File: config.mk
export PLATFORM = sky130hd
export DESIGN_NAME = cps_serial_seq_flat
export DESIGN_NICKNAME = d
export VERILOG_FILES = /design/src/rtl/cps_serial_seq_pkg.sv /design/src/rtl/cps_serial_seq_if.sv /design/src/rtl/cps_slice.sv /design/src/rtl/cps_serial_seq.sv /design/src/flat_wrapper.sv
export SDC_FILE = /design/constraint.sdc
export NUM_CORES = 1
export LEC_CHECK = 0
export CAP_MARGIN = 5
export CORE_MARGIN = 2
export CORE_UTILIZATION = 47
export CTS_CLUSTER_SIZE = 24
export DETAILED_ROUTE_END_ITERATION = 8
export GPL_ROUTABILITY_DRIVEN = 0
export GPL_TIMING_DRIVEN = 0
export PLACE_DENSITY = 0.76
export SETUP_SLACK_MARGIN = 0.1
export SYNTH_ARGS = -nofsm -noshare
export SYNTH_HDL_FRONTEND = slang
export SYNTH_SLANG_ARGS = --single-unit
File: constraint.sdc
create_clock -name clk -period 2.2 [get_ports clk]
set_input_delay 0.66 -clock clk [delete_from_list [all_inputs] [get_ports clk]]
set_output_delay 0.66 -clock clk [all_outputs]
set_load 0.005 [all_outputs]
File: src/rtl/cps_serial_seq_pkg.sv
// Shared types and sizing helpers for the slice-serial subtract sequencer.
package cps_serial_seq_pkg;

  typedef enum logic {
    ST_IDLE = 1'b0,
    ST_RUN  = 1'b1
  } state_e;

  localparam int WIDTH_DEF = 16;
  localparam int SLICE_DEF = 4;

  // Counter width never drops below one bit, even for a single-slice build.
  function automatic int cnt_width(input int n);
    return (n > 1) ? $clog2(n) : 1;
  endfunction

  localparam int N     = WIDTH_DEF / SLICE_DEF;
  localparam int CNT_W = cnt_width(N);

endpackage

File: src/rtl/cps_serial_seq_if.sv
// Start/done operand and result bundle between the operand source and the sequencer.
interface cps_serial_seq_if #(
  parameter int WIDTH = 16
);

  logic             start;
  logic [WIDTH-1:0] a;
  logic [WIDTH-1:0] b;
  logic             c_in;
  logic             busy;
  logic             done;
  logic [WIDTH-1:0] s;
  logic             c_out;

  modport master (
    output start, a, b, c_in,
    input  busy, done, s, c_out
  );

  modport slave (
    input  start, a, b, c_in,
    output busy, done, s, c_out
  );

endinterface

File: src/rtl/cps_slice.sv
// Combinational SLICE-bit ripple full-subtract chain: {bout, d} = a - b - bin.
module cps_slice #(
  parameter int SLICE = 4
) (
  input  logic [SLICE-1:0] a,
  input  logic [SLICE-1:0] b,
  input  logic             bin,
  output logic [SLICE-1:0] d,
  output logic             bout
);

  logic [SLICE:0] w_br;

  always_comb begin
    w_br    = '0;
    d       = '0;
    w_br[0] = bin;
    for (int i = 0; i < SLICE; i++) begin
      d[i]      = a[i] ^ b[i] ^ w_br[i];
      w_br[i+1] = (~(a[i] ^ b[i]) & w_br[i]) | (~a[i] & b[i]);
    end
    bout = w_br[SLICE];
  end

endmodule

File: src/rtl/cps_serial_seq.sv
// Slice-serial subtractor: one SLICE-bit subtract per clock, LSB slice first,
// with a registered borrow chaining the slices. Result registers update only on completion.
module cps_serial_seq
  import cps_serial_seq_pkg::*;
#(
  parameter int WIDTH = WIDTH_DEF,
  parameter int SLICE = SLICE_DEF
) (
  input  logic           clk,
  input  logic           rst,
  cps_serial_seq_if.slave bus
);

  localparam int NS = WIDTH / SLICE;
  localparam int CW = cnt_width(NS);

  generate
    if (WIDTH % SLICE != 0) begin : g_bad_width
      $error("cps_serial_seq: WIDTH must be an integer multiple of SLICE");
    end
  endgenerate

  state_e           r_state;
  state_e           w_state_nxt;
  logic             w_accept;
  logic             w_last;

  logic [CW-1:0]    r_cnt;
  logic [WIDTH-1:0] r_a;
  logic [WIDTH-1:0] r_b;
  logic [WIDTH-1:0] r_res;
  logic             r_borrow;
  logic             r_done;
  logic [WIDTH-1:0] r_s;
  logic             r_cout;

  logic [SLICE-1:0] w_d;
  logic             w_bout;
  logic [WIDTH-1:0] w_res_nxt;

  cps_slice #(.SLICE(SLICE)) u_slice (
    .a    (r_a[SLICE-1:0]),
    .b    (r_b[SLICE-1:0]),
    .bin  (r_borrow),
    .d    (w_d),
    .bout (w_bout)
  );

  // New slice enters at the MSB end so the LSB slice lands at the bottom after N shifts.
  assign w_res_nxt = (r_res >> SLICE) | (WIDTH'(w_d) << (WIDTH - SLICE));

  always_ff @(posedge clk or posedge rst) begin
    if (rst) r_state <= ST_IDLE;
    else     r_state <= w_state_nxt;
  end

  always_comb begin
    w_state_nxt = r_state;
    w_accept    = 1'b0;
    w_last      = 1'b0;
    case (r_state)
      ST_IDLE: begin
        if (bus.start) begin
          w_accept    = 1'b1;
          w_state_nxt = ST_RUN;
        end
      end
      ST_RUN: begin
        if (r_cnt == CW'(NS - 1)) begin
          w_last      = 1'b1;
          w_state_nxt = ST_IDLE;
        end
      end
      default: w_state_nxt = ST_IDLE;
    endcase
  end

  always_ff @(posedge clk or posedge rst) begin
    if (rst) begin
      r_cnt    <= '0;
      r_a      <= '0;
      r_b      <= '0;
      r_res    <= '0;
      r_borrow <= 1'b0;
      r_done   <= 1'b0;
      r_s      <= '0;
      r_cout   <= 1'b0;
    end else begin
      r_done <= w_last;
      if (w_accept) begin
        r_a      <= bus.a;
        r_b      <= bus.b;
        r_borrow <= bus.c_in;
        r_res    <= '0;
        r_cnt    <= '0;
      end else if (r_state == ST_RUN) begin
        r_a      <= r_a >> SLICE;
        r_b      <= r_b >> SLICE;
        r_res    <= w_res_nxt;
        r_borrow <= w_bout;
        r_cnt    <= r_cnt + CW'(1);
        if (w_last) begin
          r_s    <= w_res_nxt;
          r_cout <= w_bout;
        end
      end
    end
  end

  assign bus.busy  = (r_state == ST_RUN);
  assign bus.done  = r_done;
  assign bus.s     = r_s;
  assign bus.c_out = r_cout;

endmodule

File: src/flat_wrapper.sv
// flat-port wrapper written by rule: the top's interface ports become plain ports
module cps_serial_seq_flat import cps_serial_seq_pkg::*;
#(
  parameter int WIDTH = WIDTH_DEF,
  parameter int SLICE = SLICE_DEF
)
  (clk, rst, bus_start, bus_a, bus_b, bus_c_in, bus_busy, bus_done, bus_s, bus_c_out);
  cps_serial_seq_if #(.WIDTH(WIDTH)) bus_i ();
  input  logic clk;
  input  logic rst;
  input wire logic [$bits(bus_i.start)-1:0] bus_start;
  input wire logic [$bits(bus_i.a)-1:0] bus_a;
  input wire logic [$bits(bus_i.b)-1:0] bus_b;
  input wire logic [$bits(bus_i.c_in)-1:0] bus_c_in;
  output wire logic [$bits(bus_i.busy)-1:0] bus_busy;
  output wire logic [$bits(bus_i.done)-1:0] bus_done;
  output wire logic [$bits(bus_i.s)-1:0] bus_s;
  output wire logic [$bits(bus_i.c_out)-1:0] bus_c_out;
  assign bus_i.start = bus_start;
  assign bus_i.a = bus_a;
  assign bus_i.b = bus_b;
  assign bus_i.c_in = bus_c_in;
  assign bus_busy = bus_i.busy;
  assign bus_done = bus_i.done;
  assign bus_s = bus_i.s;
  assign bus_c_out = bus_i.c_out;
  cps_serial_seq #(.WIDTH(WIDTH), .SLICE(SLICE)) u_core (.clk(clk), .rst(rst), .bus(bus_i));
endmodule
==> reports/results.ini <==
[run_status]
result_of_the_run=complete, but fails checks
failed_checks=setup timing

[synth]
post_synth_instance_area_um2=2920
yosys_register_bits=66
share_of_synthesized_area_occupied_by_flip_flops_and_latches_pct=56.6
synthCells=248
per_instance_average_area_after_synthesis_um2=11.8
post_synth_num_cell_types=19
yosysWarnings=0
synthesis.nets=289

[power]
share_seq_of_total_power_pct=40.2
clock_power_share_pct=23.1
fraction_of_power_consumed_by_combinational_cells_pct=36.7
p_sw_share_pct=31.0
total_leakage_power_nw=1.79
powerDensity_nw_per_um2=1310
total_switching_power_mw=1.54
cell_internal_pwr_mw=3.43
vdd_ir_drop_max_mv=0.631

[placement]
buffer_ports.inserted=53
numPlacedInstances=377
placedInstanceArea_um2=3570
dp_slack_ns=-0.106
dp_hpwl_um=4160

[floorplan]
area_enclosed_by_the_die_boundary_um2=6850
die_width_um=82.8
initial_utilization_pct=49.0
die_h_um=82.8
floorplan.rows=28
io_pins=55
core_area_um2=5960

[global_route]
grt_pass1_vias=1972
global_route.overflow_total=0
maximum_number_of_pins_on_one_net_before_global_route_repair=38
grt_first_pass_wirelength_um=9630
grt_util_all_layers_pct=19.3
grt_antenna_before_repair=0

[worst_setup_path]
reg2reg_setup_slack_ns=-0.09
setup.worst_path.end_class=register
start_kind=register
type_of_the_setup_path_with_the_least_slack=register to register
slowest_delay_ns=0.41
timing.critical_path.max_delay_family=adder cells
regToRegEndpoint=u_core.bus.s[15]
cp.required_ns=2.42
critical_path_buf_inv_count=3
r2r.worst_path.cells=8
crit_path_max_fanout=2
path_cells=fa_2 -> inv_2 -> fa_2 -> inv_2 -> fa_2 -> inv_2 -> fa_1 -> mux2_4
critPathSlowestCell=sky130_fd_sc_hd__dfrtp_1
worst-endpoint-arrival_ns=2.50
crit-reg2reg-launch=u_core.r_borrow

[layout]
layout.filler_cells=510
final_common_cell=sky130_fd_sc_hd__dfrtp_1
antenna_cells_inserted=0
fin_cells=391
area.growth.synth_to_final_pct=30.2
final_layout_size_suffix_gt1_share_pct=16.8
most_frequent_cells_in_the_layout=sky130_fd_sc_hd__dfrtp_1, sky130_fd_sc_hd__clkdlybuf4s50_1, sky130_fd_sc_hd__mux2i_1
utilization_pct=63.8
final_net_count=354
layout.cell_area.non_filler_um2=3800

[sta]
setup_tns_ns=-0.0855
setup_slack_ns=-0.0855
worst_clock_skew_ns=0.00942
worst_slew_pin_slew_ns=0.812
total_count_of_max_transition_violations_in_the_final_report=0
rsz_0062_raised_after_global_routing=yes
final-setup-viol-count=1
max_slew_margin_pct=45.7
fmax_ghz=0.438
finalCritPeriodShare_pct=104
hold_viol_final=0
final_period_minus_worst_setup_slack_ns=2.29

[clock_network]
cts_inserted_buffers=9
hold_bufs_inserted_after_cts=0
post-cts-setup-buffers=0
clk-insertion-delay-late_ns=0.34
cts_sinks=66
worst_setup_hold_path_clk_slew_ns=0.07
cts.htree.levels=3
tritoncts=built
cts_buffer_depth=2
root_buffer=sky130_fd_sc_hd__clkbuf_8

[detailed_routing]
dr.first_iter.drc_count=114
drc=0
drt_first_pass_iters=4
routed-via-count=1992
wl_per_cell_um=14.8
via_density_per_instance=5.09
routed_wl_um=5780
post_drt_antenna_nets=0

[flow_run]
cap_violations=0

[min_path]
hold_path_startpoint=u_core.r_a[13]
min_delay_worst_endpoint=u_core.r_a[9]
timing.hold.worst.class=register to register
min_path_cells=2

-- power groups by stage --
| stage | combinational, mW | clock [mW] | sequential, mW |
|---|---|---|---|
| floorplan | 1.15 | 0 | 1.95 |
| global placement | 1.77 | 0 | 1.99 |
| detailed placement | 1.84 | 0 | 2.02 |
| CTS | 1.85 | 1.17 | 2.00 |
| global route | 2.05 | 1.22 | 2.06 |
| finish | 1.82 | 1.15 | 2.00 |
-- timing repair --
action,in CTS,in global routing
gates cloned,0,0
resized for setup,1,0
endpoints found under the setup margin,2,2
pin swaps,3,0
-- routing by layer --
layer	vias to the layer above	global-route usage (%)	part of all wire, %
met3	8	4.44	4.4
li1	953	-	-
met4	0	8.36	1.6
met1	976	25.4	45
met5	-	0	0
met2	55	30.9	49
-- layout make-up --
class                      instances  area, µm²  share of cell area, %
sequential                        66       1650                   43.5
inverter                          11       45.0                   1.19
multi-input combinational        155       1130                   29.9
buffer                            16       97.6                   2.57
clock buffer                      12        165                   4.35
clock inverter                     2       60.1                   1.58
timing repair buffer              54        551                   14.5
tap                               75       93.8                   2.47
-- state kept, by name, summed over array words and instances, names as in the netlist --
signal            count
u_core.bus.done       1
u_core.r_borrow       1
u_core.r_cnt          2
u_core.r_res         12
u_core.r_b           16
u_core.r_a           16
u_core.bus.s         16
u_core.bus.c_out      1
u_core.bus.busy       1
-- Yosys cell counts --
cell type	instances	area share, %
sky130_fd_sc_hd__dfrtp_1	66	57
sky130_fd_sc_hd__mux2i_1	38	13
sky130_fd_sc_hd__nand2_1	35	4.5
sky130_fd_sc_hd__o21ai_0	27	4.6
sky130_fd_sc_hd__nand2b_1	13	2.8
sky130_fd_sc_hd__inv_1	11	1.4
sky130_fd_sc_hd__buf_2	9	1.5
sky130_fd_sc_hd__nor2_1	9	1.2
sky130_fd_sc_hd__mux2_4	8	4.1
sky130_fd_sc_hd__o21ai_1	8	1.4
sky130_fd_sc_hd__mux2_2	7	2.7
sky130_fd_sc_hd__fa_1	4	2.7
sky130_fd_sc_hd__buf_4	3	0.77
sky130_fd_sc_hd__a21oi_1	2	0.34
sky130_fd_sc_hd__a31oi_1	2	0.43
sky130_fd_sc_hd__buf_6	2	0.77
sky130_fd_sc_hd__clkbuf_1	2	0.26
sky130_fd_sc_hd__ha_1	1	0.43
sky130_fd_sc_hd__nand2_4	1	0.39
-- worst max path at each step --
stage                    start          endpoint  slack (ns)  depth (start not counted)
2_1_floorplan    u_core.r_a[0]  u_core.bus.s[15]       -0.01                          9
3_3_place_gp     u_core.r_a[0]  u_core.bus.s[15]       -0.09                          9
3_5_place_dp     u_core.r_a[0]  u_core.bus.s[15]       -0.11                          9
4_1_cts        u_core.r_borrow  u_core.bus.s[15]       -0.09                          8
5_1_grt        u_core.r_borrow  u_core.bus.s[15]       -0.15                          8
6_report       u_core.r_borrow  u_core.bus.s[15]       -0.09                          8
-- worst register-to-register path, stage by stage, from the launching register on --
cell	delay, ns
sky130_fd_sc_hd__dfrtp_1	0.41
sky130_fd_sc_hd__fa_2	0.40
sky130_fd_sc_hd__inv_2	0.06
sky130_fd_sc_hd__fa_2	0.19
sky130_fd_sc_hd__inv_2	0.04
sky130_fd_sc_hd__fa_2	0.32
sky130_fd_sc_hd__inv_2	0.06
sky130_fd_sc_hd__fa_1	0.41
sky130_fd_sc_hd__mux2_4	0.28
-- metrics by stage --
stage / power [mW] / hold slack, ns
after floorplan: 3.10 / 0.449
after global placement: 3.77 / 0.462
after detailed placement: 3.86 / 0.473
after CTS: 5.02 / 0.491
after global routing: 5.33 / 0.515
final: 4.97 / 0.487
-- kinds of logic after synthesis --
group                    Yosys count  synth area share [%]
adder cells (fa/ha/maj)            5                  3.17
multiplexers                      53                  19.9
AND/OR/NAND/NOR                   58                  8.83
AO/OA/AOI/OAI                     39                  6.78
flip-flops                        66                  56.6
buffers and inverters             27                  4.76
Note: power is estimated with default switching activity, not from simulation.
